File: config.mk
export PLATFORM = sky130hd
export DESIGN_NAME = alu_issue_ctrl
export DESIGN_NICKNAME = d
export VERILOG_FILES = /design/src/rtl/alu_issue_ctrl.sv
export SDC_FILE = /design/constraint.sdc
export NUM_CORES = 1
export LEC_CHECK = 0
export BUFFER_PORTS_ARGS = -buffer_cell sky130_fd_sc_hd__buf_2
export CAP_MARGIN = 25
export CORE_ASPECT_RATIO = 0.9
export CORE_MARGIN = 1.5
export CORE_UTILIZATION = 24
export CTS_CLUSTER_DIAMETER = 80
export DETAILED_ROUTE_END_ITERATION = 16
export SLEW_MARGIN = 20
export SYNTH_ARGS = -nofsm -noshare
export SYNTH_HDL_FRONTEND = slang
export SYNTH_SLANG_ARGS = --single-unit
File: constraint.sdc
create_clock -name clk_in -period 2.6 [get_ports clk_in]
set_clock_uncertainty 0.15 [all_clocks]
set_input_delay 0 -clock clk_in [delete_from_list [all_inputs] [get_ports clk_in]]
set_output_delay 0 -clock clk_in [all_outputs]
set_load 0.01 [all_outputs]
File: src/rtl/alu_issue_ctrl.sv
// alu_issue_ctrl: sequential front end for the combinational ALU.
// Accepts one RV32I OP / OP-IMM instruction with its operands, decodes it to
// the 4-bit ALU opcode, drives registered operands, samples the ALU result
// RESULT_LATENCY cycles later and presents it to writeback.
// Ports:
//   clk_in, rst_in                      clock, synchronous active-high reset
//   issue_valid_in / issue_ready_out    instruction handshake
//   instr_in, rs1_data_in, rs2_data_in  instruction word and register operands
//   alu_op1_out, alu_op2_out,
//   alu_opcode_out, alu_result_in       ALU interface
//   wb_valid_out / wb_ready_in          writeback handshake
//   wb_data_out, wb_rd_out              captured result and destination
//   illegal_out                         one-cycle pulse on rejected instruction
//   ops_count_out                       retired-operation counter (wraps)
module alu_issue_ctrl #(
    parameter int unsigned RESULT_LATENCY = 1,
    parameter int unsigned COUNT_W        = 16
) (
    input  logic               clk_in,
    input  logic               rst_in,
    input  logic               issue_valid_in,
    output logic               issue_ready_out,
    input  logic [31:0]        instr_in,
    input  logic [31:0]        rs1_data_in,
    input  logic [31:0]        rs2_data_in,
    output logic [31:0]        alu_op1_out,
    output logic [31:0]        alu_op2_out,
    output logic [3:0]         alu_opcode_out,
    input  logic [31:0]        alu_result_in,
    output logic               wb_valid_out,
    input  logic               wb_ready_in,
    output logic [31:0]        wb_data_out,
    output logic [4:0]         wb_rd_out,
    output logic               illegal_out,
    output logic [COUNT_W-1:0] ops_count_out
);

    localparam int unsigned CNT_W = 3;
    localparam logic [6:0] OPC_OP     = 7'b0110011;
    localparam logic [6:0] OPC_OP_IMM = 7'b0010011;
    localparam logic [6:0] F7_ZERO    = 7'b0000000;
    localparam logic [6:0] F7_ALT     = 7'b0100000;

    typedef enum logic [1:0] {
        S_IDLE = 2'd0,
        S_EXEC = 2'd1,
        S_WB   = 2'd2
    } state_t;

    state_t               state_q, state_d;
    logic [CNT_W-1:0]     cnt_q, cnt_d;
    logic                 ready_q, ready_d;
    logic [31:0]          op1_q, op1_d;
    logic [31:0]          op2_q, op2_d;
    logic [3:0]           opcode_q, opcode_d;
    logic                 wb_valid_q, wb_valid_d;
    logic [31:0]          wb_data_q, wb_data_d;
    logic [4:0]           rd_q, rd_d;
    logic                 illegal_q, illegal_d;
    logic [COUNT_W-1:0]   count_q, count_d;

    logic [6:0]  opc;
    logic [2:0]  f3;
    logic [6:0]  f7;
    logic        is_shift;
    logic        dec_legal;
    logic [3:0]  dec_opcode;
    logic [31:0] dec_op2;

    // rs1/rs2 index fields are resolved upstream by register-read
    logic unused_fields;
    assign unused_fields = ^instr_in[19:15];

    assign opc      = instr_in[6:0];
    assign f3       = instr_in[14:12];
    assign f7       = instr_in[31:25];
    assign is_shift = (f3 == 3'b001) || (f3 == 3'b101);

    // Instruction decode to ALU opcode, second operand and legality
    always_comb begin
        dec_legal  = 1'b0;
        dec_opcode = {1'b0, f3};
        dec_op2    = rs2_data_in;
        case (opc)
            OPC_OP: begin
                if (is_shift) begin
                    dec_op2 = {27'b0, rs2_data_in[4:0]};
                end
                if (f7 == F7_ZERO) begin
                    dec_legal = 1'b1;
                end else if (f7 == F7_ALT && f3 == 3'b000) begin
                    dec_legal  = 1'b1;
                    dec_opcode = 4'b1000;
                end else if (f7 == F7_ALT && f3 == 3'b101) begin
                    dec_legal  = 1'b1;
                    dec_opcode = 4'b1101;
                end
            end
            OPC_OP_IMM: begin
                if (is_shift) begin
                    // f7 overlaps the immediate; only shifts constrain it
                    dec_op2 = {27'b0, instr_in[24:20]};
                    if (f7 == F7_ZERO) begin
                        dec_legal = 1'b1;
                    end else if (f7 == F7_ALT && f3 == 3'b101) begin
                        dec_legal  = 1'b1;
                        dec_opcode = 4'b1101;
                    end
                end else begin
                    dec_op2   = {{20{instr_in[31]}}, instr_in[31:20]};
                    dec_legal = 1'b1;
                end
            end
            default: ;
        endcase
    end

    // Next-state and registered-output logic
    always_comb begin
        state_d    = state_q;
        cnt_d      = cnt_q;
        op1_d      = op1_q;
        op2_d      = op2_q;
        opcode_d   = opcode_q;
        wb_valid_d = wb_valid_q;
        wb_data_d  = wb_data_q;
        rd_d       = rd_q;
        illegal_d  = 1'b0;
        count_d    = count_q;
        case (state_q)
            S_IDLE: begin
                if (issue_valid_in && ready_q) begin
                    if (dec_legal) begin
                        op1_d    = rs1_data_in;
                        op2_d    = dec_op2;
                        opcode_d = dec_opcode;
                        rd_d     = instr_in[11:7];
                        cnt_d    = CNT_W'(RESULT_LATENCY);
                        state_d  = S_EXEC;
                    end else begin
                        illegal_d = 1'b1;
                    end
                end
            end
            S_EXEC: begin
                cnt_d = cnt_q - CNT_W'(1);
                if (cnt_q == CNT_W'(1)) begin
                    wb_data_d  = alu_result_in;
                    wb_valid_d = 1'b1;
                    state_d    = S_WB;
                end
            end
            S_WB: begin
                if (wb_ready_in) begin
                    wb_valid_d = 1'b0;
                    count_d    = count_q + COUNT_W'(1);
                    state_d    = S_IDLE;
                end
            end
            default: state_d = S_IDLE;
        endcase
        ready_d = (state_d == S_IDLE);
    end

    // State register; reset clears every output including ready
    always_ff @(posedge clk_in) begin
        if (rst_in) begin
            state_q    <= S_IDLE;
            cnt_q      <= '0;
            ready_q    <= 1'b0;
            op1_q      <= '0;
            op2_q      <= '0;
            opcode_q   <= '0;
            wb_valid_q <= 1'b0;
            wb_data_q  <= '0;
            rd_q       <= '0;
            illegal_q  <= 1'b0;
            count_q    <= '0;
        end else begin
            state_q    <= state_d;
            cnt_q      <= cnt_d;
            ready_q    <= ready_d;
            op1_q      <= op1_d;
            op2_q      <= op2_d;
            opcode_q   <= opcode_d;
            wb_valid_q <= wb_valid_d;
            wb_data_q  <= wb_data_d;
            rd_q       <= rd_d;
            illegal_q  <= illegal_d;
            count_q    <= count_d;
        end
    end

    assign issue_ready_out = ready_q;
    assign alu_op1_out     = op1_q;
    assign alu_op2_out     = op2_q;
    assign alu_opcode_out  = opcode_q;
    assign wb_valid_out    = wb_valid_q;
    assign wb_data_out     = wb_data_q;
    assign wb_rd_out       = rd_q;
    assign illegal_out     = illegal_q;
    assign ops_count_out   = count_q;

endmodule
* Word level (Yosys, flattened, before mapping)
Index checks and enable logic that the tools add are counted.
Operators by class: add/sub/neg operators 2, equality and inequality tests 12, mux-type cells 27, bitwise logic cells 2, reductions and logical operators 16
Operators with widths (number):
- two-way mux 32 bit | 2
- one-hot mux 32 bit (2 select lines) | 1
- two-way mux 4 bit | 5
- adder 16 x 1 -> 16 bit, second input constant | 1
- equality test 7 x 6 -> 1 bit, second input constant | 2
- AND reduction 3 bit | 3
- two-way mux 1 bit | 8
- two-way mux 2 bit | 4
- != test 2 bit, second input constant | 4
- one-hot mux 4 bit (2 select lines) | 1
- equality test 7 x 5 -> 1 bit, second input constant | 1
- logical NOT 7 bit | 1
- equality test 3 x 1 -> 1 bit, second input constant | 2
- two-way mux 3 bit | 2
- one-hot mux 2 bit (3 select lines) | 1
- one-hot mux 3 bit (2 select lines) | 1
- logical NOT 2 bit | 2
- one-hot mux 1 bit (2 select lines) | 2
- AND reduction 2 bit | 2
- nonzero test 2 bit | 2
- equality test 3 bit, second input constant | 1
- logical AND 1 bit | 3
- logical NOT 3 bit | 1
- OR reduction 3 bit | 1
- other kinds (5) | 6
Word-level totals: register bits after elaboration 129, bits of input ports 132, output and inout port bits 124, logic and storage cells 70

* Logic depth before layout (Yosys ltp)
Gate-level depths: netlist (run 1).
word-level depth 10, gate-level depth with buffers 8

* Least setup slack after synthesis (run 1)
No wires, ideal clock.
kind register -> register, from reg state_q[0], to reg op2_q[23], in the netlist alu_op2_out[23], arrival 1574 ps, data required time 2369 ps, path slack 796 ps, cell stages (with the launch flop) 7, path buffers 2, period minus slack after synthesis 1804 ps, cell sequence dfxtp_1 > nand4bb_1 > nor3_1 > buf_2 > buf_1 > a31oi_1 > a211oi_2
Between the ends: cells in the longest elaborated chain, start to end 2
Ends and longest elaborated chain:
- start, declared | RTL line 50 | state_t state_q, state_d;
- start signal, assigned | RTL line 180 | state_q <= state_d;
- logical NOT 2 bit | RTL line 130 | case (state_q)
- AND reduction 3 bit (no source line)
- end signal, assigned | RTL line 184 | op2_q <= op2_d;
- end, declared | RTL line 54 | logic [31:0] op2_q, op2_d;
No other way between the ends. A chain may end at the register's enable or synchronous reset.

* Final worst setup path (run 1)
from reg cnt_q[1], to reg state_q[1]
Between the ends: cells in the longest elaborated chain, start to end 3
Ends and longest elaborated chain:
- start, declared | RTL line 51 | logic [CNT_W-1:0] cnt_q, cnt_d;
- start signal, assigned | RTL line 181 | cnt_q <= cnt_d;
- equality test 3 x 1 -> 1 bit | RTL line 147 | if (cnt_q == CNT_W'(1)) begin
- two-way mux 2 bit | RTL line 147
- one-hot mux 2 bit (3 select lines) | RTL line 130
No other way between the ends.

==> impl_metrics.tcl, run 1 <==
set metrics [dict create \
    outcome "complete, no violations" \
    grt_pass1_vias 5946 \
    grt_pass1_wl_mm 30.2 \
    numPortBuffers 250 \
    layout-drive-gt1-share_pct 32.5 \
    routed_wl_mm 19.5 \
    setup_violations 0 \
    ys_seq_elements 129 \
    arrival_ns 2.37 \
    rsz0062_at_grt "false" \
    critPathKind "flop to flop" \
    async_reset_ff_share_pct 0 \
    wl_per_cell_um 15.4 \
    synth_flop_cell "dfxtp_1" \
    final_cell_mix "249 x buf_2, 129 x dfxtp_1, 120 x dlygate4sd3_1" \
    layoutNonFillerInstCount 1261 \
    hpwl_mm 11.7 \
    p_switching_w 0.00114 \
    seq_power_share_pct 39.1 \
    io_pins 256 \
    p_per_area_nw_per_um2 584 \
    cts_setup_buffers 0 \
    p_int_w 0.00393 \
    cts_root_buffer "clkbuf_16" \
    die_w_um 160 \
    vias 6042 \
    avgSynthCellArea_sq_um 8.64 \
    fmax_mhz 449 \
    yosysSeqAreaShare_pct 48.5 \
    fp.dieH_um 144 \
    clock_power_share_pct 52.7 \
    tns_ns 0 \
    gp_congestion 0.736 \
    htreeDepth 4 \
    syn-num-nets 751 \
    synth_top_area_cell "dfxtp_1" \
    yosysUniqueCellTypes 41 \
    cp_cell_sequence "inv_1 > ha_1 > nand2b_1 > or2_2 > a21oi_1 > dlygate4sd3_1" \
    synthesis.area_sq_um 5320 \
    drtIter0Drc 385 \
    max_slew_margin_pct 51.3 \
    path_max_fanout 34 \
    clock-sinks 129 \
    crit_family "simple AND/OR/NAND/NOR gates" \
    clk_pin_slew_ns 0.06 \
    cp_num_buf_inv 2 \
    ant_nets 0 \
    vdd_drop_max_uv 339 \
    max_stage_delay_ns 0.58 \
    grt_overflow 0 \
    fin_ws_ns 0.372 \
    die-area_sq_um 23100 \
    yosysWarnings 0 \
    synth.top_cell.area_share_pct 48.5 \
    slowest_stage "dlygate4sd3_1" \
    grt_usage_pct 16.4 \
    hold_viol_final 0 \
    synth_area_leaders "dfxtp_1 49%, a21oi_1 9.1%, nand2_1 5.4%" \
    clk_latency_ns 0.41 \
    cap_violations 0 \
    p_leak_nw 3.64 \
    antenna_found_initial 0 \
    nNetsFinal 1092 \
    start_util_pct 24.5 \
    hold_path_class "primary input to flop" \
    area_delta_synth_final_pct 63.1 \
    drv_slew 0 \
    ctsLongestPathBuffers 2 \
    seq_area_sq_um 2580 \
    synth_edf_count 0 \
    rows 51 \
    postSynthCellCount 616 \
    multi_input_area_sq_um 2470 \
    viasPerCell 4.79 \
    fin_crit_sh_pct 85.7 \
    end_kind "flop" \
    crit_required_ns 2.74 \
    dr.pass1.iters 4 \
    dp_slack_ns 0.450 \
    final_common_cell "buf_2" \
    cts_tree "done" \
    post-route-min-period_ns 2.23 \
    combPwrFrac_pct 8.2 \
    cts_buffers 17 \
    diodes 0 \
    grt_max_degree 60 \
    place_inst 1109 \
    fillerInstances 2179 \
    sw_frac_of_total_pct 22.5 \
    drc 0 \
    worst_slew_pin_slew_ns 0.731 \
    core_area_sq_um 21700 \
    critPathLaunchType "flop" \
]
-- worst reg2reg max path, cell delays in order, from the launching register on --
cell and delay (ns):
dfxtp_1 0.32, inv_1 0.06, ha_1 0.17, nand2b_1 0.13, or2_2 0.57, a21oi_1 0.13
dlygate4sd3_1 0.58
-- per-stage QoR --
stage / hold WS [ns] / total power, W / cell area [sq um] / utilization, %
detailed placement: 0.0961 / 0.00229 / 6820 / 31.4
finish: 0.0608 / 0.00507 / 8680 / 40.0
CTS: 0.0238 / 0.00515 / 8680 / 40.0
floorplan: -0.0140 / 0.00215 / 5320 / -
global route: 0.0756 / 0.00527 / 8680 / 40.0
global placement: 0.0912 / 0.00229 / 6820 / 31.4
-- flip-flops by register name, indices dropped and copies added, names as in the netlist --
signal and flops:
ops_count_out 16, alu_op2_out 32, illegal_out 1, state_q 2, alu_opcode_out 4, cnt_q 3
issue_ready_out 1, wb_data_out 32, wb_rd_out 5, wb_valid_out 1, alu_op1_out 32
-- kinds of logic (layout without fill, tap and decap cells) --
family	Yosys count	count (layout)	synth area share (%)
fa+ha+maj	3	3	0.705
simple gates	178	178	16.7
xor+xnor	16	16	2.63
buf+inv	68	422	5.81
compound gates	216	216	24.6
flops	129	129	48.5
mux	6	6	1.13
-- layer usage --
metal	vias up	part of all wire (%)	GRT usage, %
met5	-	0	0
met4	0	1.9	6.30
met3	25	6.0	4.42
met2	211	47	27.3
met1	2885	45	20.2
li1	2921	-	-
-- worst paths after layout --
check,startpoint,end,slack (ns),cells after the start
hold / removal,instr_in[3],illegal_out,0.06,4
setup reg to reg,cnt_q[1],state_q[1],0.37,6
setup / recovery,cnt_q[1],state_q[1],0.37,6
hold reg to reg,wb_data_out[21],wb_data_out[21],0.30,2
-- power groups by stage --
| stage | registers (W) | clock network, W | logic, W |
|---|---|---|---|
| 2_1_floorplan | 0.00203 | 0 | 0.000123 |
| 6_report | 0.00198 | 0.00267 | 0.000417 |
| 3_3_place_gp | 0.00202 | 0 | 0.000269 |
| 5_1_grt | 0.00198 | 0.00284 | 0.000448 |
| 3_5_place_dp | 0.00202 | 0 | 0.000269 |
| 4_1_cts | 0.00198 | 0.00276 | 0.000408 |
-- cells in the mapped netlist, types with 3 or more instances --
cell / count
a211oi_2: 9
clkbuf_1: 45
nor4b_1: 3
buf_4: 5
a21oi_1: 97
nand3_1: 6
buf_2: 10
nand4_1: 43
buf_6: 3
o21ai_0: 41
and3_1: 7
ha_1: 3
a31oi_1: 32
mux2i_1: 6
a22oi_1: 6
nand2_1: 76
nand2b_1: 4
dfxtp_1: 129
xor2_1: 14
nor2b_1: 3
inv_1: 3
a211oi_1: 23
nor2_1: 22
-- layout make-up --
class                           count  share of cell area, %
Timing Repair Buffer              387                   30.0
Sequential cell                   129                   29.7
Multi-Input combinational cell    419                   28.4
Clock buffer                       19                   5.10
Tap cell                          291                   4.19
Clock inverter                     13                   2.39
Inverter                            3                  0.130
-- what timing repair did --
| item | 4_1_cts | 5_1_grt |
|---|---|---|
| resized for setup | 0 | 2 |
| hold buffers | 121 | 0 |
| hold endpoints to repair | 113 | 0 |
| setup endpoints to repair | 0 | 1 |
Note: power is estimated with default switching activity, not from simulation.
==> run 2: changes to the inputs <==
--- a/config.mk
+++ b/config.mk
@@ -9,9 +9,10 @@
 export CAP_MARGIN = 25
 export CORE_ASPECT_RATIO = 0.9
 export CORE_MARGIN = 1.5
-export CORE_UTILIZATION = 24
+export CORE_UTILIZATION = 46
 export CTS_CLUSTER_DIAMETER = 80
 export DETAILED_ROUTE_END_ITERATION = 16
+export PLACE_DENSITY = 0.8
 export SLEW_MARGIN = 20
 export SYNTH_ARGS = -nofsm -noshare
 export SYNTH_HDL_FRONTEND = slang
==> run 2 against run 1 <==
Wire length down 1.4%; combinational power grew 1%; total power down 8.1%; critical path depth up 1; setup slack lost 0.25 ns; hold slack got worse by 0.0019 ns; sequential power hardly changed; sequential cell count is the same; final area fell by 1.5%; first-iteration DRC count up 64%.
==> impl_metrics.tcl, run 2 (synthesis results as in run 1) <==
set metrics [dict create \
    final_common_cell "buf_2" \
    routed_wl_mm 19.2 \
    arrival_ns 2.67 \
    die-area_sq_um 12200 \
    total_power_w 0.00466 \
    cap_violations 0 \
    gp_congestion 0.797 \
    rsz0062_at_grt "false" \
    cts_buffers 17 \
    use_met2_pct 51.7 \
    numPortBuffers 250 \
    busiest_layer "met2" \
    fin_ws_ns 0.125 \
    clk_pin_slew_ns 0.05 \
    clk_latency_ns 0.40 \
    setup_violations 0 \
    ant_nets 0 \
    hold_path_class "primary input to flop" \
    max_slew_margin_pct 57.6 \
    p_per_area_nw_per_um2 545 \
    fp.dieH_um 105 \
    dr.pass1.iters 5 \
    cp-startpoint "state_q[1]" \
    drv_slew 0 \
    fin_crit_sh_pct 95.2 \
    vdd_drop_max_uv 439 \
    drtIter0Drc 630 \
    grt_use_met3_pct 8.12 \
    dp_slack_ns 0.354 \
    core_area_sq_um 11300 \
    diodes 0 \
    hp-start "instr_in[29]" \
    path_max_fanout 55 \
    layout-drive-gt1-share_pct 31.8 \
    cts_root_buffer "clkbuf_16" \
    grt_usage_pct 31.6 \
    grt_pass1_wl_mm 30.6 \
    area_delta_synth_final_pct 60.7 \
    nNetsFinal 1104 \
    hold_viol_final 0 \
    vias 6354 \
    p_leak_nw 3.71 \
    fmax_mhz 404 \
    htreeDepth 4 \
    grt.met1_usage_pct 36.0 \
    fillerInstances 750 \
    grt_pass1_vias 6325 \
    wl_per_cell_um 16.9 \
    clock-sinks 129 \
    cts_tree "done" \
    drc 0 \
    hpwl_mm 9.92 \
    grt_max_degree 75 \
    critPathLaunchType "flop" \
    final_cell_mix "249 x buf_2, 131 x dlygate4sd3_1, 129 x dfxtp_1" \
    viasPerCell 5.60 \
    ctsLongestPathBuffers 2 \
    die_w_um 116 \
    worst_slew_pin_slew_ns 0.637 \
    post-route-min-period_ns 2.47 \
    start_util_pct 46.9 \
    end_kind "flop" \
    critPathKind "flop to flop" \
    antenna_found_initial 0 \
    reg2reg_slack_ns 0.13 \
    crit_required_ns 2.80 \
    io_pins 256 \
    outcome "complete, no violations" \
    grt_overflow 0 \
    rows 37 \
    tns_ns 0 \
    timing.rr.start "state_q[1]" \
]
run 2: cell types whose count changed in the layout (fill, tap and decap cells not counted), sizes merged:
cell,change
clkinvlp,-3
buf,+1
dlygate4sd3,+11
clkinv,+2
clkbuf,+2
bufinv,-3
inv,-2
run 2: metal layers:
metal	share of wire [%]	up-vias
li1	-	2939
met1	38	2974
met2	50	353
met3	7.5	88
met4	4.6	0
met5	0	-
run 2: cell type report:
type                       count  area (sq um)  area share, %
inverter                       3          11.3          0.132
clock inverter                 7          87.6           1.02
timing repair buffer         399          2750           32.2
sequential                   129          2580           30.2
multi-input combinational    419          2460           28.8
clock buffer                  21           460           5.38
tap                          156           195           2.28
run 2: report_power, final:
group | total [W] | internal, W | switching, W | leakage [nW]
logic | 0.000423 | 0.000227 | 0.000196 | 2.40
clock network | 0.00225 | 0.00143 | 0.000822 | 0.270
registers | 0.00198 | 0.00198 | 0.00000159 | 1.04
total | 0.00466 | 0.00364 | 0.00102 | 3.71
run 2: per-stage QoR:
step	hold slack, ns	cells	util (%)	area (sq um)
floorplan	-0.0140	616	-	5320
global placement	0.0904	974	58.8	6670
detailed placement	0.0955	974	58.8	6670
CTS	0.00975	1133	75.2	8530
global route	0.0611	1134	75.4	8550
finish	0.0588	1134	75.4	8550
run 2: worst paths after layout:
path / endpoint / depth (start not counted)
max: alu_op1_out[2] / 7
max reg2reg: alu_op1_out[2] / 7
min reg2reg: wb_data_out[7] / 2
min: alu_op2_out[10] / 4
run 2: repair_timing:
item / in CTS / in global routing
setup buffers: 0 / 1
endpoints found under the hold margin: 121 / 0
endpoints found under the setup margin: 0 / 5
resized for setup: 0 / 3
hold buffers: 131 / 0
run 2: critical path, stage by stage, from the launching register on:
cell and delay (ns):
dfxtp_1 0.37, nand4bb_2 0.34, nor3_4 0.25, buf_4 0.16, buf_12 0.23, nand4_1 0.16, a21oi_1 0.18, dlygate4sd3_1 0.56
